===== config.mk =====
export PLATFORM = sky130hd
export DESIGN_NAME = aixh_mxc_left_dwd_driver_flat
export DESIGN_NICKNAME = d
export VERILOG_FILES = /design/src/rtl/aixh_mxc_left_dwd_driver.sv /design/src/rtl/aixh_mxc_left_dwd_driver_if.sv /design/src/flat_wrapper.sv
export SDC_FILE = /design/constraint.sdc
export NUM_CORES = 1
export LEC_CHECK = 0
export ABC_AREA = 1
export CAP_MARGIN = 25
export CORE_MARGIN = 5
export CORE_UTILIZATION = 50
export CTS_CLUSTER_SIZE = 40
export DETAILED_ROUTE_END_ITERATION = 16
export PLACE_DENSITY = 0.75
export SETUP_SLACK_MARGIN = 0.2
export SKIP_LAST_GASP = 1
export SLEW_MARGIN = 15
export SYNTH_ARGS = -nofsm -noshare
export SYNTH_HDL_FRONTEND = slang
export SYNTH_SLANG_ARGS = --single-unit

===== constraint.sdc =====
create_clock -name aixh_core_clk2x -period 3.15 [get_ports aixh_core_clk2x]
set_clock_uncertainty 0.1 [all_clocks]
set_input_delay 0.63 -clock aixh_core_clk2x [delete_from_list [all_inputs] [get_ports aixh_core_clk2x]]
set_output_delay 0.63 -clock aixh_core_clk2x [all_outputs]
set_load 0.01 [all_outputs]

===== src/rtl/aixh_mxc_left_dwd_driver.sv =====
// LEFT DWD driver: request FIFO feeding a paced IDLE/ISSUE/GAP issue FSM.
// Optional beat counter output enabled by AIXH_MXC_LEFT_DWD_DRV_BEATCNT_EN.
package aixh_mxc_left_dwd_pkg;
   localparam int LPCELL_DWD_CWIDTH = 4;
   localparam int LPCELL_DWD_DWIDTH = 32;
endpackage

module aixh_mxc_left_dwd_driver
   import aixh_mxc_left_dwd_pkg::*;
#(
   parameter int DEPTH = 4
) (
   input  logic                             aixh_core_clk2x,
   input  logic                             aixh_core_rst2x,
   input  logic                             i_enable,
   input  logic                             i_flush,
   input  logic [3:0]                       i_gap,
   aixh_mxc_left_dwd_driver_if.slave        bus,
   output logic                             o_busy
`ifdef AIXH_MXC_LEFT_DWD_DRV_BEATCNT_EN
   ,
   output logic [15:0]                      o_beat_cnt
`endif
);
   localparam int CW = LPCELL_DWD_CWIDTH;
   localparam int DW = LPCELL_DWD_DWIDTH;
   localparam int AW = $clog2(DEPTH);

   typedef enum logic [1:0] {
      ST_IDLE,
      ST_ISSUE,
      ST_GAP
   } state_t;

   logic [CW-1:0] r_mem_cmd [DEPTH];
   logic [DW-1:0] r_mem_dat [DEPTH];
   logic [AW:0]   r_wr_ptr;
   logic [AW:0]   r_rd_ptr;
   state_t        r_state;
   state_t        w_state_nxt;
   logic [3:0]    r_gap_cnt;
   logic [3:0]    w_gap_cnt_nxt;
   logic          w_empty;
   logic          w_full;
   logic          w_push;
   logic          w_pop;
   logic [CW-1:0] r_dwd_cmd;
   logic          r_dwd_vld;
   logic [DW-1:0] r_dwd_dat;

   // The extra pointer MSB separates the full and empty cases when the indices match.
   assign w_empty = (r_wr_ptr == r_rd_ptr);
   assign w_full  = (r_wr_ptr[AW] != r_rd_ptr[AW]) &&
                    (r_wr_ptr[AW-1:0] == r_rd_ptr[AW-1:0]);

   assign w_push = bus.i_req_vld && bus.o_req_rdy && !i_flush;
   assign w_pop  = (r_state == ST_ISSUE) && !w_empty && i_enable && !i_flush;

   assign bus.o_req_rdy = !w_full && !aixh_core_rst2x;
   assign o_busy        = !aixh_core_rst2x && (!w_empty || (r_state != ST_IDLE));

   assign bus.o_dwd_cmd = r_dwd_cmd;
   assign bus.o_dwd_vld = r_dwd_vld;
   assign bus.o_dwd_dat = r_dwd_dat;

   always_ff @(posedge aixh_core_clk2x) begin
      if (w_push) begin
         r_mem_cmd[r_wr_ptr[AW-1:0]] <= bus.i_req_cmd;
         r_mem_dat[r_wr_ptr[AW-1:0]] <= bus.i_req_dat;
      end
   end

   always_ff @(posedge aixh_core_clk2x) begin
      if (aixh_core_rst2x || i_flush) begin
         r_wr_ptr <= '0;
         r_rd_ptr <= '0;
      end else begin
         if (w_push) begin
            r_wr_ptr <= r_wr_ptr + 1'b1;
         end
         if (w_pop) begin
            r_rd_ptr <= r_rd_ptr + 1'b1;
         end
      end
   end

   always_ff @(posedge aixh_core_clk2x) begin
      if (aixh_core_rst2x) begin
         r_state   <= ST_IDLE;
         r_gap_cnt <= '0;
      end else begin
         r_state   <= w_state_nxt;
         r_gap_cnt <= w_gap_cnt_nxt;
      end
   end

   // The gap length is captured only on a pop, so changes to i_gap mid-GAP wait for the next beat.
   always_comb begin
      w_state_nxt   = r_state;
      w_gap_cnt_nxt = r_gap_cnt;
      if (i_flush) begin
         w_state_nxt   = ST_IDLE;
         w_gap_cnt_nxt = '0;
      end else begin
         case (r_state)
            ST_IDLE: begin
               if (!w_empty && i_enable) begin
                  w_state_nxt = ST_ISSUE;
               end
            end
            ST_ISSUE: begin
               if (w_pop) begin
                  if (i_gap != 4'd0) begin
                     w_state_nxt   = ST_GAP;
                     w_gap_cnt_nxt = i_gap;
                  end
               end else begin
                  w_state_nxt = ST_IDLE;
               end
            end
            ST_GAP: begin
               if (r_gap_cnt <= 4'd1) begin
                  w_gap_cnt_nxt = '0;
                  w_state_nxt   = w_empty ? ST_IDLE : ST_ISSUE;
               end else begin
                  w_gap_cnt_nxt = r_gap_cnt - 4'd1;
               end
            end
            default: begin
               w_state_nxt   = ST_IDLE;
               w_gap_cnt_nxt = '0;
            end
         endcase
      end
   end

   // Data holds between beats so the downstream chain sees no toggling while invalid.
   always_ff @(posedge aixh_core_clk2x) begin
      if (aixh_core_rst2x) begin
         r_dwd_vld <= 1'b0;
         r_dwd_cmd <= '0;
         r_dwd_dat <= '0;
      end else if (w_pop) begin
         r_dwd_vld <= 1'b1;
         r_dwd_cmd <= r_mem_cmd[r_rd_ptr[AW-1:0]];
         r_dwd_dat <= r_mem_dat[r_rd_ptr[AW-1:0]];
      end else begin
         r_dwd_vld <= 1'b0;
         r_dwd_cmd <= '0;
      end
   end

`ifdef AIXH_MXC_LEFT_DWD_DRV_BEATCNT_EN
   logic [15:0] r_beat_cnt;

   always_ff @(posedge aixh_core_clk2x) begin
      if (aixh_core_rst2x || i_flush) begin
         r_beat_cnt <= '0;
      end else if (w_pop) begin
         r_beat_cnt <= r_beat_cnt + 16'd1;
      end
   end

   assign o_beat_cnt = r_beat_cnt;
`endif

endmodule


===== src/rtl/aixh_mxc_left_dwd_driver_if.sv =====
// Request/downward bus bundle for the LEFT DWD driver.
// master = upstream producer and downstream observer; slave = the driver itself.
interface aixh_mxc_left_dwd_driver_if #(
   parameter int CW = 4,
   parameter int DW = 32
);
   logic          i_req_vld;
   logic          o_req_rdy;
   logic [CW-1:0] i_req_cmd;
   logic [DW-1:0] i_req_dat;
   logic [CW-1:0] o_dwd_cmd;
   logic          o_dwd_vld;
   logic [DW-1:0] o_dwd_dat;

   modport master (
      output i_req_vld,
      output i_req_cmd,
      output i_req_dat,
      input  o_req_rdy,
      input  o_dwd_cmd,
      input  o_dwd_vld,
      input  o_dwd_dat
   );

   modport slave (
      input  i_req_vld,
      input  i_req_cmd,
      input  i_req_dat,
      output o_req_rdy,
      output o_dwd_cmd,
      output o_dwd_vld,
      output o_dwd_dat
   );
endinterface


===== src/flat_wrapper.sv =====
// flat-port wrapper written by rule: the top's interface ports become plain ports
module aixh_mxc_left_dwd_driver_flat import aixh_mxc_left_dwd_pkg::*;
#(
   parameter int DEPTH = 4
)
  (aixh_core_clk2x, aixh_core_rst2x, i_enable, i_flush, i_gap, o_busy, bus_i_req_vld, bus_i_req_cmd, bus_i_req_dat, bus_o_req_rdy, bus_o_dwd_cmd, bus_o_dwd_vld, bus_o_dwd_dat);
  aixh_mxc_left_dwd_driver_if #(.CW((LPCELL_DWD_CWIDTH)), .DW((LPCELL_DWD_DWIDTH))) bus_i ();
  input  logic aixh_core_clk2x;
  input  logic aixh_core_rst2x;
  input  logic i_enable;
  input  logic i_flush;
  input  logic [3:0] i_gap;
  output logic o_busy;
  input wire logic [$bits(bus_i.i_req_vld)-1:0] bus_i_req_vld;
  input wire logic [$bits(bus_i.i_req_cmd)-1:0] bus_i_req_cmd;
  input wire logic [$bits(bus_i.i_req_dat)-1:0] bus_i_req_dat;
  output wire logic [$bits(bus_i.o_req_rdy)-1:0] bus_o_req_rdy;
  output wire logic [$bits(bus_i.o_dwd_cmd)-1:0] bus_o_dwd_cmd;
  output wire logic [$bits(bus_i.o_dwd_vld)-1:0] bus_o_dwd_vld;
  output wire logic [$bits(bus_i.o_dwd_dat)-1:0] bus_o_dwd_dat;
  assign bus_i.i_req_vld = bus_i_req_vld;
  assign bus_i.i_req_cmd = bus_i_req_cmd;
  assign bus_i.i_req_dat = bus_i_req_dat;
  assign bus_o_req_rdy = bus_i.o_req_rdy;
  assign bus_o_dwd_cmd = bus_i.o_dwd_cmd;
  assign bus_o_dwd_vld = bus_i.o_dwd_vld;
  assign bus_o_dwd_dat = bus_i.o_dwd_dat;
  aixh_mxc_left_dwd_driver #(.DEPTH(DEPTH)) u_core (.aixh_core_clk2x(aixh_core_clk2x), .aixh_core_rst2x(aixh_core_rst2x), .i_enable(i_enable), .i_flush(i_flush), .i_gap(i_gap), .bus(bus_i), .o_busy(o_busy));
endmodule

==> run metrics, run 1 <==
static leakage 3.139 nW; R2R Path End u_core.bus.o_dwd_cmd[0]$_SDFF_PP0_; Routed Antenna Nets 0; Core Util, Final 62.61%; TritonRoute pass-1 iters 7; first-pass GRT wire length 25,960 um; CP required 2.42 ns; number of diodes 0; initial antenna violation count 0; status completed; Design Power 0.005203 W; Core Footprint 14,640 um2; number of synthesized register bits 193; I/O pins 84; VDD IR max 0.4410 mV; largest net degree at the start of global routing 75; hpwl dp 9991 um; CTS tree done; Clock Latency Late Sink 0.42 ns; crit path launch type flop; CP Data Arrival Time 1.99 ns; DRT Wirelength 16,200 um; synthesized area 7533 um2; syn_area_per_cell 11.55 um2; Die H 132.7 um; Initial Util 51.44%; vias in the first global route 5,103; # port buffers 83; R2R depth 8; hold path depth 2; CP bufs+invs 2; Crit Path Max Fanout 14; Root Driver clkbuf_16; final period utilization 86.37%; Detailed Route Iter0 Violations 427; highest-count cells in the layout ignoring fill and taps edfxtp_1 (144), nand2_1 (98), nor2_1 (95); Peak Freq 0.3676 GHz; share of layout cells above drive strength 1 9.920%; DP Cell Count 898; Yosys top cell by area edfxtp_1; fin crit period 2.721 ns; RSZ-0062 raised after global routing no; Syn-to-layout area delta 21.71%; CP max-delay cell clkdlybuf4s50_1; CP max stage delay 0.54 ns; Die X 132.7 um; worst-margin pin slew 0.7110 ns; CP cell instances inv_1 -> nand2_1 -> nand2_1 -> nand3_4 -> nor2_1 -> nor2_1 -> clkdlybuf4s50_1; Worst path depth 7; Setup Buffers After CTS 0; Congestion Overflow GR 0; Crit path max-delay family buffers and inverters; CTS Buffer Depth 2; Synth top area share 57.40%; r2r startpoint u_core.r_state[1]$_SDFFE_PP0P_; Net Count, Synth 708; Max-cap violations 0; routed len/inst 17.42 um; Final GP Congestion 0.8437; Fin Setup TNS 0 ns; min-delay src u_core.bus.o_dwd_dat[8]$_SDFFE_PP0N_; Clock Sinks 193; CP endpoint kind output port; Slew HR 52.60%; row cnt 44; Crit Path Class flop to output port; post-synthesis sequential area ratio 70.42%; fin nets 789; r2r setup slk 0.71 ns; hold endpoint u_core.bus.o_dwd_dat[8]$_SDFFE_PP0N_; library cells used by synthesis 24; Vias 5,080; vias per std cell 5.462; yosys warns 0; PwrDens 567.4 nW/um2; worst setup path startpoint u_core.r_rd_ptr[1]$_SDFFE_PP0N_; total CTS buffers 17; Final Non-Filler Cells 930; Final Max Tran Viols 0; Reg clk slew, reported paths 0.07 ns; DIE AREA 17,620 um2; GRT Total Usage 18.73%; ranking of synthesized cells by area edfxtp_1 (57%), dfxtp_1 (13%), o21ai_0 (5.2%); CTS H-tree lvls 4; final hold vios 0; synthesized instance count 652; Worst Hold Class flop to flop; Remaining DRCs 0; most common cell after layout, fill and taps aside edfxtp_1; Final Setup Violations 0
[synthesized netlist by cell type]
cell type    n
nand2_1     98
o21ai_0     79
inv_1       29
nand4_1      2
or2_2        1
a21oi_2      8
nor2_1      99
nand2_2     10
buf_4        2
o22ai_1     32
ha_1        11
buf_6        5
nor3_1       1
xor2_1       2
buf_2        9
a21boi_1     1
edfxtp_1   144
clkbuf_1    20
nand3_1      8
nand3_4      2
dfxtp_1     49
clkinv_2     1
inv_2        1
a21oi_1     38
[tightest hold or removal path, delay by kind of cell (launching register included)]
kind	cells	cell delay, ns
DFF	1	0.31
AOI/OAI and AO/OA	1	0.05
and+or+nand+nor	1	0.06
[metal layers]
metal  GRT usage, %  routed length [um]  vias to the layer above
met5              0                   0                        -
met4          5.485                 170                        0
met3          4.480                 918                       17
met2          32.33                8106                      160
met1          23.59                7006                     2476
li1               -                   -                     2427
[state kept, by name, summed over array words and instances, names as in the netlist]
name / cells
u_core.r_gap_cnt: 4
u_core.r_mem_dat: 128
u_core.r_wr_ptr: 3
u_core.r_mem_cmd: 16
u_core.bus.o_dwd_cmd: 4
u_core.r_state: 2
u_core.r_rd_ptr: 3
u_core.bus.o_dwd_dat: 32
u_core.bus.o_dwd_vld: 1
[through the flow]
stage               worst slack, ns  area [um2]  hold WS [ns]
floorplan                  -0.03360        7533        0.3402
global placement             0.5684        8542        0.3545
detailed placement           0.4564        8542        0.3563
CTS                          0.3261        9166        0.3670
global route                 0.2691        9169        0.3924
finish                       0.4293        9169        0.3670
[cell type report]
| type | instances | area, um2 |
|---|---|---|
| clock inverters | 14 | 183.9 |
| multi-input cells | 392 | 1949 |
| fillers | 1079 | 5475 |
| well taps | 184 | 230.2 |
| flip-flops and latches | 193 | 5310 |
| inverters | 31 | 117.6 |
| clock buffers | 18 | 439.2 |
| repair buffers | 98 | 938.4 |
[worst max path at each step]
stage	slack, ns	to
2_1_floorplan	-0.03	u_core.r_mem_cmd[0][0]$_DFFE_PP_
3_3_place_gp	0.57	u_core.bus.o_dwd_cmd[1]$_SDFF_PP0_
3_5_place_dp	0.46	u_core.bus.o_dwd_cmd[1]$_SDFF_PP0_
4_1_cts	0.33	o_busy
5_1_grt	0.27	bus_o_req_rdy
6_report	0.43	o_busy
[kinds of logic (layout without fill, tap and decap cells)]
family          after synthesis  count (layout)  share of synthesized area, %
flops                       193             193                         70.42
buf+inv                      67             161                         4.102
compound gates              158             158                         11.46
fa+ha+maj                    11              11                         1.827
xor+xnor                      2               2                        0.2326
simple gates                221             221                         11.96
[report_power, final]
| part | leakage, nW | internal, W | switching (W) |
|---|---|---|---|
| Combinational | 1.14 | 0.0000893 | 0.000112 |
| Clock | 0.303 | 0.00135 | 0.000890 |
| Sequential | 1.70 | 0.00276 | 0.0000103 |
[what timing repair did]
item,4_1_cts,5_1_grt
resized for setup,1,1
endpoints found under the setup margin,1,1
hold buffers,0,0
(Power assumes the default switching activity.)
==> run 2: changes to the inputs <==
--- a/config.mk
+++ b/config.mk
@@ -8,10 +8,9 @@
 export ABC_AREA = 1
 export CAP_MARGIN = 25
 export CORE_MARGIN = 5
-export CORE_UTILIZATION = 50
+export CORE_UTILIZATION = 30
 export CTS_CLUSTER_SIZE = 40
 export DETAILED_ROUTE_END_ITERATION = 16
-export PLACE_DENSITY = 0.75
 export SETUP_SLACK_MARGIN = 0.2
 export SKIP_LAST_GASP = 1
 export SLEW_MARGIN = 15
==> run metrics, run 2 (synthesis results as in run 1) <==
Remaining DRCs 0 (unchanged); row cnt 58 (+32%); Peak Freq 0.3591 GHz (-2.3%); CP endpoint kind output port; Crit Path Class flop to output port; routed len/inst 15.54 um (-11%); fin nets 791 (+0.25%); status completed; Crit Path Max Fanout 5 (-9); CTS tree done; Clock Sinks 193 (unchanged); Clock Latency Late Sink 0.43 ns (about the same); GRT Total Usage 11.85% (-6.9 points); CTS H-tree lvls 4 (unchanged); Syn-to-layout area delta 23.73%; Core Util, Final 37.34% (-25 points); vias in the first global route 4,714 (-7.6%); Congestion Overflow GR 0 (unchanged); final hold vios 0 (unchanged); Routed Antenna Nets 0 (unchanged); total CTS buffers 17 (unchanged); RSZ-0062 raised after global routing no; Final GP Congestion 0.7561 (-10%); placed cell area 8733 um2 (+2.2%); number of flip-flops under the largest register name 128 (unchanged); cts hold-fix bufs 0 (unchanged); worst-margin pin slew 0.7391 ns (+0.02811 ns); CP Data Arrival Time 2.05 ns (+0.06 ns); Worst Hold Class flop to flop; fin crit period 2.785 ns (+0.06397 ns); static leakage 3.129 nW (-0.34%); Die X 168.5 um (+27%); final period utilization 88.40% (+2.0 points); VDD IR max 0.2942 mV (-33%); Core Footprint 24,960 um2 (+70%); crit path launch type flop; share of layout cells above drive strength 1 10.56% (+0.64 points); PwrDens 542.1 nW/um2 (-4.5%); Final Setup Violations 0 (unchanged); Vias 4,908 (-3.4%); Fin Setup TNS 0 ns (unchanged); Reg clk slew, reported paths 0.07 ns (about the same); Detailed Route Iter0 Violations 413 (-3.3%); CP required 2.42 ns (about the same); CTS Buffer Depth 2 (unchanged); Initial Util 30.18% (-21 points); hpwl dp 10,410 um (+4.2%); initial antenna violation count 1 (+1); I/O pins 84 (unchanged); Max-cap violations 0 (unchanged); Die H 168.5 um (+27%); DIE AREA 28,380 um2 (+61%); first-pass GRT wire length 26,280 um (+1.2%); Final Max Tran Viols 0 (unchanged); # port buffers 83 (unchanged); final instance area 9321 um2 (+1.7%); highest-count cells in the layout ignoring fill and taps edfxtp_1 (144), nand2_1 (98), nor2_1 (95); TritonRoute pass-1 iters 6 (-1); largest net degree at the start of global routing 75 (unchanged); Root Driver clkbuf_16; vias per std cell 4.553 (-17%); number of diodes 0 (unchanged); r2r setup slk 0.91 ns (+0.20 ns); Slew HR 50.73% (-1.9 points); most common cell after layout, fill and taps aside edfxtp_1; DRT Wirelength 16,750 um (+3.4%)
[run 2: cell types whose count changed in the layout (fill, tap and decap cells not counted), sizes merged]
cell    change
bufinv      -4
buf         +2
inv         +5
clkinv      -1
[run 2: power by group]
group / switching (W) / internal (W) / leakage (nW)
combinational: 0.000116 / 0.0000903 / 1.15
clock: 0.00101 / 0.00107 / 0.282
sequential: 0.00000979 / 0.00275 / 1.70
[run 2: worst paths after layout]
check	start	end	depth (start not counted)
worst max register to register	u_core.r_wr_ptr[0]$_SDFFE_PP0P_	u_core.r_mem_dat[2][25]$_DFFE_PP_	9
worst min-delay path	u_core.bus.o_dwd_dat[11]$_SDFFE_PP0N_	u_core.bus.o_dwd_dat[11]$_SDFFE_PP0N_	2
worst max-delay path	u_core.r_wr_ptr[0]$_SDFFE_PP0P_	o_busy	7
worst min register to register	u_core.bus.o_dwd_dat[11]$_SDFFE_PP0N_	u_core.bus.o_dwd_dat[11]$_SDFFE_PP0N_	2
[run 2: critical path: stages, from the launching register on]
cell             delay [ns]
dfxtp_1                0.41
inv_1                  0.14
nand2_2                0.08
nand2_2                0.06
nand3_4                0.11
nor2_1                 0.08
nor2_1                 0.16
clkdlybuf4s50_1        0.58
[run 2: area by class of cell]
cell class / instances / area, um2
fill: 2441 / 15640
sequential: 193 / 5310
multi-input combinational: 392 / 1949
timing repair buffer: 100 / 953.4
clock buffer: 18 / 439.2
tap: 330 / 412.9
clock inverter: 14 / 138.9
inverter: 31 / 117.6
[run 2: repair_timing]
| item | 4_1_cts | 5_1_grt |
|---|---|---|
| gates resized for setup | 1 | 0 |
| endpoints found under the setup margin | 1 | 1 |
| setup buffers | 0 | 1 |
[run 2: routing by layer]
metal | track usage [%] | vias to the layer above | part of all wire, %
met1 | 15.83 | 2347 | 46
met2 | 18.34 | 105 | 47
met3 | 3.340 | 16 | 5.3
li1 | - | 2438 | -
met5 | 0 | - | 0.078
met4 | 4.658 | 2 | 1.6
[run 2: per-stage QoR]
stage          hold WS [ns]  instances  setup WS [ns]  total power, W
2_1_floorplan        0.3402        652       -0.03360        0.002909
3_3_place_gp         0.3528       1045         0.6053        0.003028
3_5_place_dp         0.3584       1045         0.5821        0.003030
4_1_cts              0.3695       1077         0.3102        0.005093
5_1_grt              0.3911       1078         0.2016        0.005230
6_report             0.3658       1078         0.3654        0.005053
